==> src/rtl/mips_alu_pkg.sv <==
// Shared definitions for the MIPS execution-stage divider: state encoding,
// operand width, iteration count, counter width and a two's complement helper.
package mips_alu_pkg;

  localparam int DIV_WIDTH = 32;
  localparam int DIV_ITERS = 32;
  localparam int DIV_CNT_W = 6;

  // Counter value seen on the edge that performs the final restoring step.
  localparam logic [DIV_CNT_W-1:0] DIV_LAST = DIV_CNT_W'(DIV_ITERS - 1);

  typedef enum logic [1:0] {
    IDLE = 2'd0,
    CALC = 2'd1,
    FIX  = 2'd2,
    DONE = 2'd3
  } div_state_e;

  // Two's complement negation; wraps for 0x80000000, which is what the
  // signed overflow case (0x80000000 / -1) relies on.
  function automatic logic [DIV_WIDTH-1:0] negate32(input logic [DIV_WIDTH-1:0] v);
    return ~v + DIV_WIDTH'(1);
  endfunction

endpackage

==> src/rtl/div_step.sv <==
// One combinational restoring-division step: shift the next dividend bit into
// the partial remainder, trial-subtract the divisor and restore on borrow.
module div_step
  import mips_alu_pkg::*;
(
  input  logic [DIV_WIDTH-1:0] remIn_i,
  input  logic                 dividendBit_i,
  input  logic [DIV_WIDTH-1:0] divisor_i,
  output logic [DIV_WIDTH-1:0] remOut_o,
  output logic                 quoBit_o
);

  logic [DIV_WIDTH:0]   shifted;
  logic [DIV_WIDTH+1:0] diff;
  logic                 unusedTopBits;

  // The shifted remainder needs 33 bits; the extra top bit of the subtract
  // result is the borrow that decides between keeping the difference and
  // restoring. Either surviving value is below the divisor, so 32 bits hold it.
  assign shifted       = {remIn_i, dividendBit_i};
  assign diff          = {1'b0, shifted} - {2'b00, divisor_i};
  assign quoBit_o      = ~diff[DIV_WIDTH+1];
  assign remOut_o      = quoBit_o ? diff[DIV_WIDTH-1:0] : shifted[DIV_WIDTH-1:0];
  assign unusedTopBits = diff[DIV_WIDTH] ^ shifted[DIV_WIDTH];

endmodule

==> src/rtl/iter_div_x32.sv <==
// Iterative 32-bit restoring divider for DIV/DIVU with a Start/Busy/Done
// handshake: one quotient bit per clock, then a FIX cycle for sign correction.
// Optional feature macro: ITER_DIV_SIGNED_EN (signed DIV support). Without it
// every operation is DIVU and FIX only transfers the result to the outputs.
module iter_div_x32
  import mips_alu_pkg::*;
#(
  parameter int WIDTH = 32
) (
  input  logic             clk,
  input  logic             rst_n,
  input  logic             Start,
  input  logic             Signed,
  input  logic             Clear,
  input  logic [WIDTH-1:0] A,
  input  logic [WIDTH-1:0] B,
  output logic             Busy,
  output logic             Done,
  output logic [WIDTH-1:0] Quotient,
  output logic [WIDTH-1:0] Remainder,
  output logic             DivZero
);

  div_state_e           state_q, state_d;
  logic [DIV_WIDTH-1:0] dvd_q, dvd_d;
  logic [DIV_WIDTH-1:0] dvs_q, dvs_d;
  logic [DIV_WIDTH-1:0] rem_q, rem_d;
  logic [DIV_CNT_W-1:0] cnt_q, cnt_d;
  logic                 negQ_q, negQ_d;
  logic                 negR_q, negR_d;
  logic [DIV_WIDTH-1:0] quo_q, quo_d;
  logic [DIV_WIDTH-1:0] remOut_q, remOut_d;
  logic                 divZero_q, divZero_d;

  logic                 aNeg, bNeg;
  logic [DIV_WIDTH-1:0] aMag, bMag;
  logic [DIV_WIDTH-1:0] stepRem;
  logic                 stepBit;

`ifdef ITER_DIV_SIGNED_EN
  assign aNeg = Signed & A[DIV_WIDTH-1];
  assign bNeg = Signed & B[DIV_WIDTH-1];
`else
  // Signed is ignored here; the tied-low sign flags make FIX a plain copy.
  logic unusedSigned;
  assign unusedSigned = Signed;
  assign aNeg = 1'b0;
  assign bNeg = 1'b0;
`endif

  assign aMag = aNeg ? negate32(A) : A;
  assign bMag = bNeg ? negate32(B) : B;

  div_step u_step (
    .remIn_i      (rem_q),
    .dividendBit_i(dvd_q[DIV_WIDTH-1]),
    .divisor_i    (dvs_q),
    .remOut_o     (stepRem),
    .quoBit_o     (stepBit)
  );

  // Next-state logic: Clear beats everything, operands are only sampled in
  // IDLE/DONE, and the dividend register doubles as the quotient shifter.
  always_comb begin
    state_d   = state_q;
    dvd_d     = dvd_q;
    dvs_d     = dvs_q;
    rem_d     = rem_q;
    cnt_d     = cnt_q;
    negQ_d    = negQ_q;
    negR_d    = negR_q;
    quo_d     = quo_q;
    remOut_d  = remOut_q;
    divZero_d = divZero_q;
    if (Clear) begin
      state_d = IDLE;
    end else begin
      case (state_q)
        IDLE, DONE: begin
          state_d = IDLE;
          if (Start) begin
            if (B == '0) begin
              state_d   = DONE;
              quo_d     = '1;
              remOut_d  = A;
              divZero_d = 1'b1;
            end else begin
              state_d = CALC;
              dvd_d   = aMag;
              dvs_d   = bMag;
              rem_d   = '0;
              cnt_d   = '0;
              negQ_d  = aNeg ^ bNeg;
              negR_d  = aNeg;
            end
          end
        end
        CALC: begin
          rem_d = stepRem;
          dvd_d = {dvd_q[DIV_WIDTH-2:0], stepBit};
          cnt_d = cnt_q + DIV_CNT_W'(1);
          if (cnt_q == DIV_LAST) begin
            state_d = FIX;
          end
        end
        FIX: begin
          quo_d     = negQ_q ? negate32(dvd_q) : dvd_q;
          remOut_d  = negR_q ? negate32(rem_q) : rem_q;
          divZero_d = 1'b0;
          state_d   = DONE;
        end
        default: state_d = IDLE;
      endcase
    end
  end

  // State and datapath registers with asynchronous active-low reset.
  always_ff @(posedge clk or negedge rst_n) begin
    if (!rst_n) begin
      state_q   <= IDLE;
      dvd_q     <= '0;
      dvs_q     <= '0;
      rem_q     <= '0;
      cnt_q     <= '0;
      negQ_q    <= 1'b0;
      negR_q    <= 1'b0;
      quo_q     <= '0;
      remOut_q  <= '0;
      divZero_q <= 1'b0;
    end else begin
      state_q   <= state_d;
      dvd_q     <= dvd_d;
      dvs_q     <= dvs_d;
      rem_q     <= rem_d;
      cnt_q     <= cnt_d;
      negQ_q    <= negQ_d;
      negR_q    <= negR_d;
      quo_q     <= quo_d;
      remOut_q  <= remOut_d;
      divZero_q <= divZero_d;
    end
  end

  assign Busy      = (state_q == CALC) || (state_q == FIX);
  assign Done      = (state_q == DONE);
  assign Quotient  = quo_q;
  assign Remainder = remOut_q;
  assign DivZero   = divZero_q;

endmodule

==> config.mk <==
export PLATFORM = sky130hd
export DESIGN_NAME = iter_div_x32
export DESIGN_NICKNAME = d
export VERILOG_FILES = /design/src/rtl/mips_alu_pkg.sv /design/src/rtl/div_step.sv /design/src/rtl/iter_div_x32.sv
export SDC_FILE = /design/constraint.sdc
export NUM_CORES = 1
export LEC_CHECK = 0
export BUFFER_PORTS_ARGS = -buffer_cell sky130_fd_sc_hd__buf_2
export CAP_MARGIN = 10
export CORE_UTILIZATION = 45
export DETAILED_ROUTE_END_ITERATION = 8
export HOLD_SLACK_MARGIN = 0.06
export PLACE_DENSITY = 0.65
export REMOVE_ABC_BUFFERS = 1
export SLEW_MARGIN = 20
export SYNTH_ARGS = -nofsm -noshare
export SYNTH_HDL_FRONTEND = slang
export SYNTH_SLANG_ARGS = --single-unit
==> constraint.sdc <==
create_clock -name clk -period 3.2 [get_ports clk]
set_input_delay 0 -clock clk [delete_from_list [all_inputs] [get_ports clk]]
set_output_delay 0 -clock clk [all_outputs]
set_load 0.03 [all_outputs]
* After elaboration in Yosys (flattened, before gate mapping)
Index checks and enable logic that the tools add are counted.
** Word-level totals
- Memory bits (writable) :: 0
- Bits in latches :: 0
- Bits in registers :: 169
- Output and inout bits :: 67
- Memories kept :: 0
- ROM bits :: 0
- Logic and storage cells :: 54
- Input bits :: 69
** Operators by class
- Reduce and logical (&&, ||, !) cells :: 9
- Div/mod/pow operators :: 0
- Shift operators :: 0
- Add/sub/neg operators :: 2
- Order comparisons :: 0
- Bitwise operators :: 3
- Muxes and demuxes :: 24
- Multiply operators :: 0
- Equality and inequality tests :: 8
** Operator list (count)
- $mux W32 :: 9
- $pmux W32 S2 :: 4
- $sub A33 B32 Y34 :: 1
- $logic_not A32 Y1 :: 1
- $mux W6 :: 2
- $pmux W6 S2 :: 1
- $reduce_and A4 Y1 :: 3
- $mux W2 :: 4
- $add A6 B1 Y6 const B :: 1
- $eq A6 B5 Y1 const B :: 1
- $ne A2 B2 Y1 const B :: 3
- $pmux W2 S3 :: 1
- $eq A2 B2 Y1 const B :: 2
- $reduce_bool A2 Y1 :: 2
- $ne A3 B3 Y1 const B :: 1
- $not A1 Y1 :: 3
- $eq A2 B1 Y1 const B :: 1
- $logic_not A2 Y1 :: 1
- $mux W1 :: 2
- $pmux W1 S2 :: 1
- $reduce_or A2 Y1 :: 1
- $logic_or A1 B1 Y1 :: 1

* Logic depth before layout (Yosys ltp)
Gate-level depths: netlist (run 1).
- Depth after elaboration :: 5
- Depth in mapped cells :: 13
- Depth with buffers taken out :: 13

* Cells and area by module
Synthesis (run 1) repeated with hierarchy kept, for this count alone.
** Unflattened totals
- Cell total of the unflattened synthesis :: 1058
- Area total of the unflattened synthesis :: 9979.6 sq um
** Modules (own cells, without submodules)
- iter_div_x32 :: area an instance 7549.7 sq um, times used 1, sequential area each 4229.1 sq um, cells an instance 685
- div_step :: area an instance 2429.8 sq um, times used 1, sequential area each 0.0 sq um, cells an instance 373

* Worst setup path before layout (run 1)
OpenSTA, ideal clock, no wires.
- Path type :: register -> register
- From :: register rem_q[6]
- To :: register rem_q[9]
- Cell stages (with the launch flop) :: 13
- Path slack :: 0.501 ns
- Period minus slack after synthesis :: 2.699 ns
- Library setup time :: 0.126 ns
- Path buffers :: 2
- Required time :: 3.074 ns
- Data arrival time :: 2.573 ns
- Cells stage by stage :: dfrtp_1 ha_1 nand2_2 nor4b_4 o311ai_1 a211oi_2 o21ai_2 a211oi_2 nand2b_1 buf_6 buf_12 nor2_2 a221o_1
** Between the ends
- Longest elaborated chain between the ends :: 3
** RTL lines
- from (decl) :: line iter_div_x32.sv:27 : logic [DIV_WIDTH-1:0] rem_q, rem_d;
- from (signal assigned) :: line iter_div_x32.sv:134 : rem_q <= rem_d;
- $sub A33 B32 Y34 :: line div_step.sv:21 : assign diff = {1'b0, shifted} - {2'b00, divisor_i};
- $mux W32 :: line div_step.sv:23 : assign remOut_o = quoBit_o ? diff[DIV_WIDTH-1:0] : shifted[DIV_WIDTH-1:0];
- $pmux W32 S2 :: line iter_div_x32.sv:78 : case (state_q)
No other way between the ends.
A chain may end at the register's enable or synchronous reset.

* Worst setup path in the final report (run 1)
- From :: register rem_q[6]
- To :: register rem_q[29]
Same word-level chain as after synthesis.

==> results.toml, run 1 <==
[run_status]
status = "finished clean"

[timing]
clock.fmax_mhz = 331
worst_pin_slew_ps = 730
finalCritPeriodShare = 0.945
rsz0062_at_grt = "no"
fin_skew_ps = 17.2
hold_viol = 0
min_period_ps = 3020
setup_ws_ps = 178
relSlewSlack = 0.513
fin_tns_setup_ps = 0
finalMaxSlewViolations = 0
setup_violations = 0

[worst_setup_path]
crit_path_start_kind = "register"
slowest_delay_ps = 420
cp_max_fo = 23
crit_slowest_cell = "ha_1"
required_ps = 3510
end_kind = "register"
path_buf_inv = 1
cpMostUsedCell = "a211oi_2"
path_cells = "ha_1 -> nand2_2 -> nor4b_4 -> o311ai_1 -> a211oi_2 -> o21ai_2 -> a211oi_2 -> nand2b_2 -> buf_12 -> o21ai_0 -> a31o_2"
critPathTopFamily = "compound AO/OA/AOI/OAI gates"
critPathKind = "reg2reg"
r2r_slack_ps = 180
worstPathArrival_ps = 3340

[die]
ios = 136
fp.dieH_um = 144
start_util = 0.463
die_area_um2 = 20700
num_rows = 51
core_area_um2 = 19600
die_x_um = 144

[synthesis]
synth_cells = 949
synth_common_cells = "dfrtp_1 (169), nand2_1 (132), o21ai_0 (95), mux2i_1 (91), a21oi_1 (70)"
ys_seq_area_frac = 0.466
yosysMostFrequentCell = "dfrtp_1"
synthArstFlopShare = 1.00
syn_avg_cell_area_um2 = 9.55
yosysTopAreaCell = "dfrtp_1"
syn_area_um2 = 9070
synth_top_cells_by_area = "dfrtp_1 (47%), mux2i_1 (10%), nand2_1 (5.5%)"
synth_top_area_frac = 0.466
synth_flop_cell = "dfrtp_1"
synth.yosys.warnings = 0
synthDistinctLibCells = 56
synth_enable_flop_cells = 0
synth_seq_cells = 169

[cts]
insertion_delay_ps = 440
post_cts_buffers = 0
cts_tree = "yes"
root_buffer = "clkbuf_16"
numCtsBuffers = 17
cts_buffer_depth = 2
htreeDepth = 4
clkTransAtPathRegs_ps = 70
clock-sinks = 169

[placed_design]
pre_cts_ws_ps = 256
dpl.hpwl_mm = 15.5
port_buffers = 134
globalplace.congestion = 0.884

[finish]
fin_nets = 1239
drive_above_1_share = 0.176
antennaDiodeCount = 0
multi_input_area_um2 = 4430
syn_to_final_growth_pct = 24.6
fillers = 1783
seqCellArea_um2 = 4230

[grt]
grt_pass1_wl_mm = 37.5
grt_pass1_vias = 7455
track_usage = 0.232
grt_max_degree = 98
antenna_found_initial = 0
grt_overflow_total = 0

[power_and_ir_drop]
powerDensity_nw_per_um2 = 901
power_mw = 10.2
p_leak_nw = 4.83
vdd_drop_max_uv = 488

[detailed_routing]
via_count = 7555
drtIter0Drc = 406
wire_per_inst_um = 16.2
ant_nets = 0
drc = 0
viasPerCell = 5.35
drtPass1Iterations = 5
drt-total-wl_mm = 22.9

[hold_path]
hold_class = "in2reg"

[flow_run]
maxCapViolCount = 0
==> repair_timing <==
action                                  4_1_cts  5_1_grt
endpoints found under the setup margin        0        3
resized for setup                             0        1
hold buffers                                 67        0
hold endpoints to repair                    172        0
==> stage by stage <==
| stage | cell area [um2] | utilization | hold slack (ps) | std cells |
|---|---|---|---|---|
| after floorplan | 8810 | - | -296 | 895 |
| after global placement | 10000 | 0.512 | 78.8 | 1312 |
| after detailed placement | 10000 | 0.512 | 82.9 | 1312 |
| after CTS | 11300 | 0.577 | 83.4 | 1411 |
| after global routing | 11300 | 0.577 | 188 | 1411 |
| final | 11300 | 0.577 | 104 | 1411 |
==> placed cells by master, fill, tap and decap left out, drive strengths merged, types with 6 or more instances in the layout <==
cell / Yosys / final
o21a: 10 / 10
xnor2: 18 / 18
a21oi: 70 / 70
ha: 36 / 36
nand2: 133 / 133
clkbuf: 44 / 18
xor2: 6 / 6
mux2i: 91 / 91
buf: 10 / 152
a211oi: 9 / 9
inv: 44 / 49
nor4: 9 / 9
a21o: 8 / 8
dlygate4sd3: 0 / 67
dfrtp: 169 / 169
nor2: 58 / 58
nand3: 13 / 13
o21ai: 119 / 119
nor3: 8 / 8
o22a: 32 / 32
==> final cells by class <==
type / instances / area share
Tap cell: 265 / 0.0294
Clock inverter: 14 / 0.0144
Multi-Input combinational cell: 682 / 0.392
Sequential cell: 169 / 0.374
Clock buffer: 18 / 0.0380
Timing Repair Buffer: 219 / 0.137
Inverter: 44 / 0.0146
==> kinds of logic (layout without fill, tap and decap cells) <==
| group | Yosys count | in the layout | synth area share |
|---|---|---|---|
| AO/OA/AOI/OAI | 288 | 288 | 0.197 |
| AND/OR/NAND/NOR | 241 | 241 | 0.113 |
| flip-flops | 169 | 169 | 0.466 |
| buffers and inverters | 98 | 295 | 0.0469 |
| multiplexers | 92 | 92 | 0.102 |
| adder cells (fa/ha/maj) | 37 | 37 | 0.0519 |
| XOR/XNOR | 24 | 24 | 0.0232 |
==> power breakdown <==
part / total [mW] / switching [mW] / internal [mW] / leakage, nW
clock network: 2.10 / 0.927 / 1.17 / 0.281
registers: 3.38 / 0.432 / 2.95 / 2.01
logic: 4.70 / 3.02 / 1.68 / 2.54
total: 10.2 / 4.38 / 5.80 / 4.83
==> sequential cells by signal, indices dropped and copies added, names as in the netlist <==
name and flops:
Quotient 32, Remainder 32, dvd_q 32, dvs_q 32
rem_q 32, cnt_q 6, state_q 2, DivZero 1
==> tightest hold or removal path, cell delays in order <==
cell and delay [ps]:
buf_2 120, a21oi_1 130, nor2_1 90, nand2_1 70, o31ai_1 70
==> routing by layer <==
layer	part of all wire	vias up	wire (um)	track usage
li1	-	3728	-	-
met1	0.48	3637	11000	0.318
met2	0.47	169	10700	0.379
met3	0.041	21	936	0.0393
met4	0.012	0	277	0.0633
met5	0	-	0	0
==> final timing paths <==
path | from | endpoint | depth (start not counted)
worst max-delay path | rem_q[6] | rem_q[29] | 11
worst min-delay path | Start | state_q[1] | 5
worst max register to register | rem_q[6] | rem_q[29] | 11
worst min register to register | Quotient[26] | Quotient[26] | 1
max in group asynchronous | rst_n | rem_q[16] | 3
min in group asynchronous | rst_n | DivZero | 2
(Power assumes the default switching activity.)
==> run 2: changes to the inputs <==
--- a/config.mk
+++ b/config.mk
@@ -7,10 +7,10 @@
 export LEC_CHECK = 0
 export BUFFER_PORTS_ARGS = -buffer_cell sky130_fd_sc_hd__buf_2
 export CAP_MARGIN = 10
-export CORE_UTILIZATION = 45
+export CORE_UTILIZATION = 48
 export DETAILED_ROUTE_END_ITERATION = 8
 export HOLD_SLACK_MARGIN = 0.06
-export PLACE_DENSITY = 0.65
+export PLACE_DENSITY = 0.69
 export REMOVE_ABC_BUFFERS = 1
 export SLEW_MARGIN = 20
 export SYNTH_ARGS = -nofsm -noshare
==> run 2 against run 1 <==
Against the previous run:
- cell count is 2.2% lower
- die area fell by 6.2%
- highest routed layer unchanged
- clock skew down 5.7 ps
- clock power barely moved
- sequential share of layout area hardly changed
- total power barely moved
- worst setup slack better by 38 ps
- design area hardly changed
==> results.toml, run 2 (synthesis gave the netlist of run 1 again) <==
[finish]
final_area_um2 = 11300
final_cell_mix = "dfrtp_1 (169), buf_2 (133), nand2_1 (132)"
layout_commonest_cell = "dfrtp_1"
antennaDiodeCount = 0
fin_nets = 1245
syn_to_final_growth_pct = 24.6
final_util = 0.620
final_cells = 1380
drive_above_1_share = 0.178
fillers = 1549

[detailed_routing]
drtIter0Drc = 506
drtPass1Iterations = 5
via_count = 7617
route.met3.wl_um = 994
drt-total-wl_mm = 22.4
wire_per_inst_um = 16.2
wl_met2_mm = 10.5
drc = 0
ant_nets = 0
wl_met1_mm = 10.6
viasPerCell = 5.52
routed.top_layer = "met4"

[die]
start_util = 0.498
die_area_um2 = 19400
num_rows = 49
fp.dieH_um = 139
ios = 136
core_area_um2 = 18200
die_x_um = 139

[cts]
numCtsBuffers = 17
cts_hold_buf = 68
root_buffer = "clkbuf_16"
cts_tree = "yes"
clock-sinks = 169
post_cts_buffers = 0
htreeDepth = 4
clkTransAtPathRegs_ps = 70
cts_buffer_depth = 2
insertion_delay_ps = 430
ctsResizeCount = 0

[worst_setup_path]
critPathKind = "reg2reg"
cp_max_fo = 23
slowest_delay_ps = 510
path_cells = "inv_1 -> ha_1 -> nor2b_1 -> o31a_1 -> o311ai_1 -> a211oi_2 -> o21ai_2 -> a211oi_2 -> nand2b_2 -> buf_12 -> a221o_1"
crit_path_start_kind = "register"
required_ps = 3520
crit_slowest_cell = "o311ai_1"
r2r_slack_ps = 220
cpMostUsedCell = "a211oi_2"
worstPathArrival_ps = 3300
reg2reg_depth = 11
end_kind = "register"
reg2reg_to = "rem_q[9]"
reg2reg_from = "dvs_q[1]"

[hold_path]
hold_class = "in2async"

[timing]
fin_tns_setup_ps = 0
clock.fmax_mhz = 335
finalCritPeriodShare = 0.933
fin_skew_ps = 11.5
min_period_ps = 2980
finalMaxSlewViolations = 0
worst_pin_slew_ps = 875
setup_violations = 0
setup_ws_ps = 216
hold_viol = 0
hold_ws_ps = 221
rsz0062_at_grt = "no"
relSlewSlack = 0.416

[power_and_ir_drop]
vdd_drop_max_uv = 541
p_leak_nw = 4.86
power_mw = 10.2
powerDensity_nw_per_um2 = 901

[grt]
grt_pass1_wl_mm = 37.3
track_usage = 0.240
grt_overflow_total = 0
grt_pass1_vias = 7492
antenna_found_initial = 0
grt_max_degree = 98

[run_status]
status = "finished clean"

[placed_design]
dp_cells = 1281
globalplace.congestion = 0.869
pre_cts_ws_ps = 267
dpl_cell_area_um2 = 10000
dpl.hpwl_mm = 15.3
port_buffers = 134

[flow_run]
maxCapViolCount = 0
==> run 2: cell count changes in the layout (fill, tap and decap cells not counted) <==
cell and change:
dlygate4sd3_1 +1, o21ai_1 -1, o21ai_0 +1, clkbuf_8 +3, clkinv_4 +1, inv_8 -2
inv_6 -2, clkbuf_1 +1, clkinvlp_4 -2, buf_4 +5
==> run 2: worst max-delay path, delay by kind of cell (launching register included) <==
kind,cells,cell delay [ps]
adder cells (fa/ha/maj),1,250
buffers and inverters,2,330
flip-flops,1,370
AO/OA/AOI/OAI,6,1550
AND/OR/NAND/NOR,2,370
==> run 2: area by class of cell <==
class	instances	area, um2	share of cell area
inverters	44	165	0.0146
clock buffers	22	474	0.0420
well taps	229	287	0.0254
multi-input cells	682	4430	0.392
clock inverters	9	116	0.0103
repair buffers	225	1590	0.141
flip-flops and latches	169	4230	0.374
==> run 2: worst max path at each step <==
| stage | from | to | slack (ps) | cells past startpoint |
|---|---|---|---|---|
| after global placement | rem_q[6] | rem_q[23] | 320 | 11 |
| after global routing | dvd_q[31] | rem_q[16] | 60 | 13 |
| after detailed placement | rem_q[0] | rem_q[9] | 270 | 10 |
| after floorplan | state_q[0] | dvs_q[0] | -1150 | 5 |
| final | dvs_q[1] | rem_q[9] | 220 | 11 |
| after CTS | dvs_q[1] | rem_q[9] | 260 | 11 |
==> run 2: power by group <==
| part | internal [mW] | switching [mW] |
|---|---|---|
| combinational | 1.70 | 3.02 |
| clock | 1.21 | 0.856 |
| sequential | 2.95 | 0.439 |
==> run 2: metal layers <==
metal | vias up | GRT usage
met1 | 3687 | 0.333
met4 | 0 | 0.0602
met2 | 179 | 0.388
met3 | 19 | 0.0413
li1 | 3732 | -
met5 | - | 0
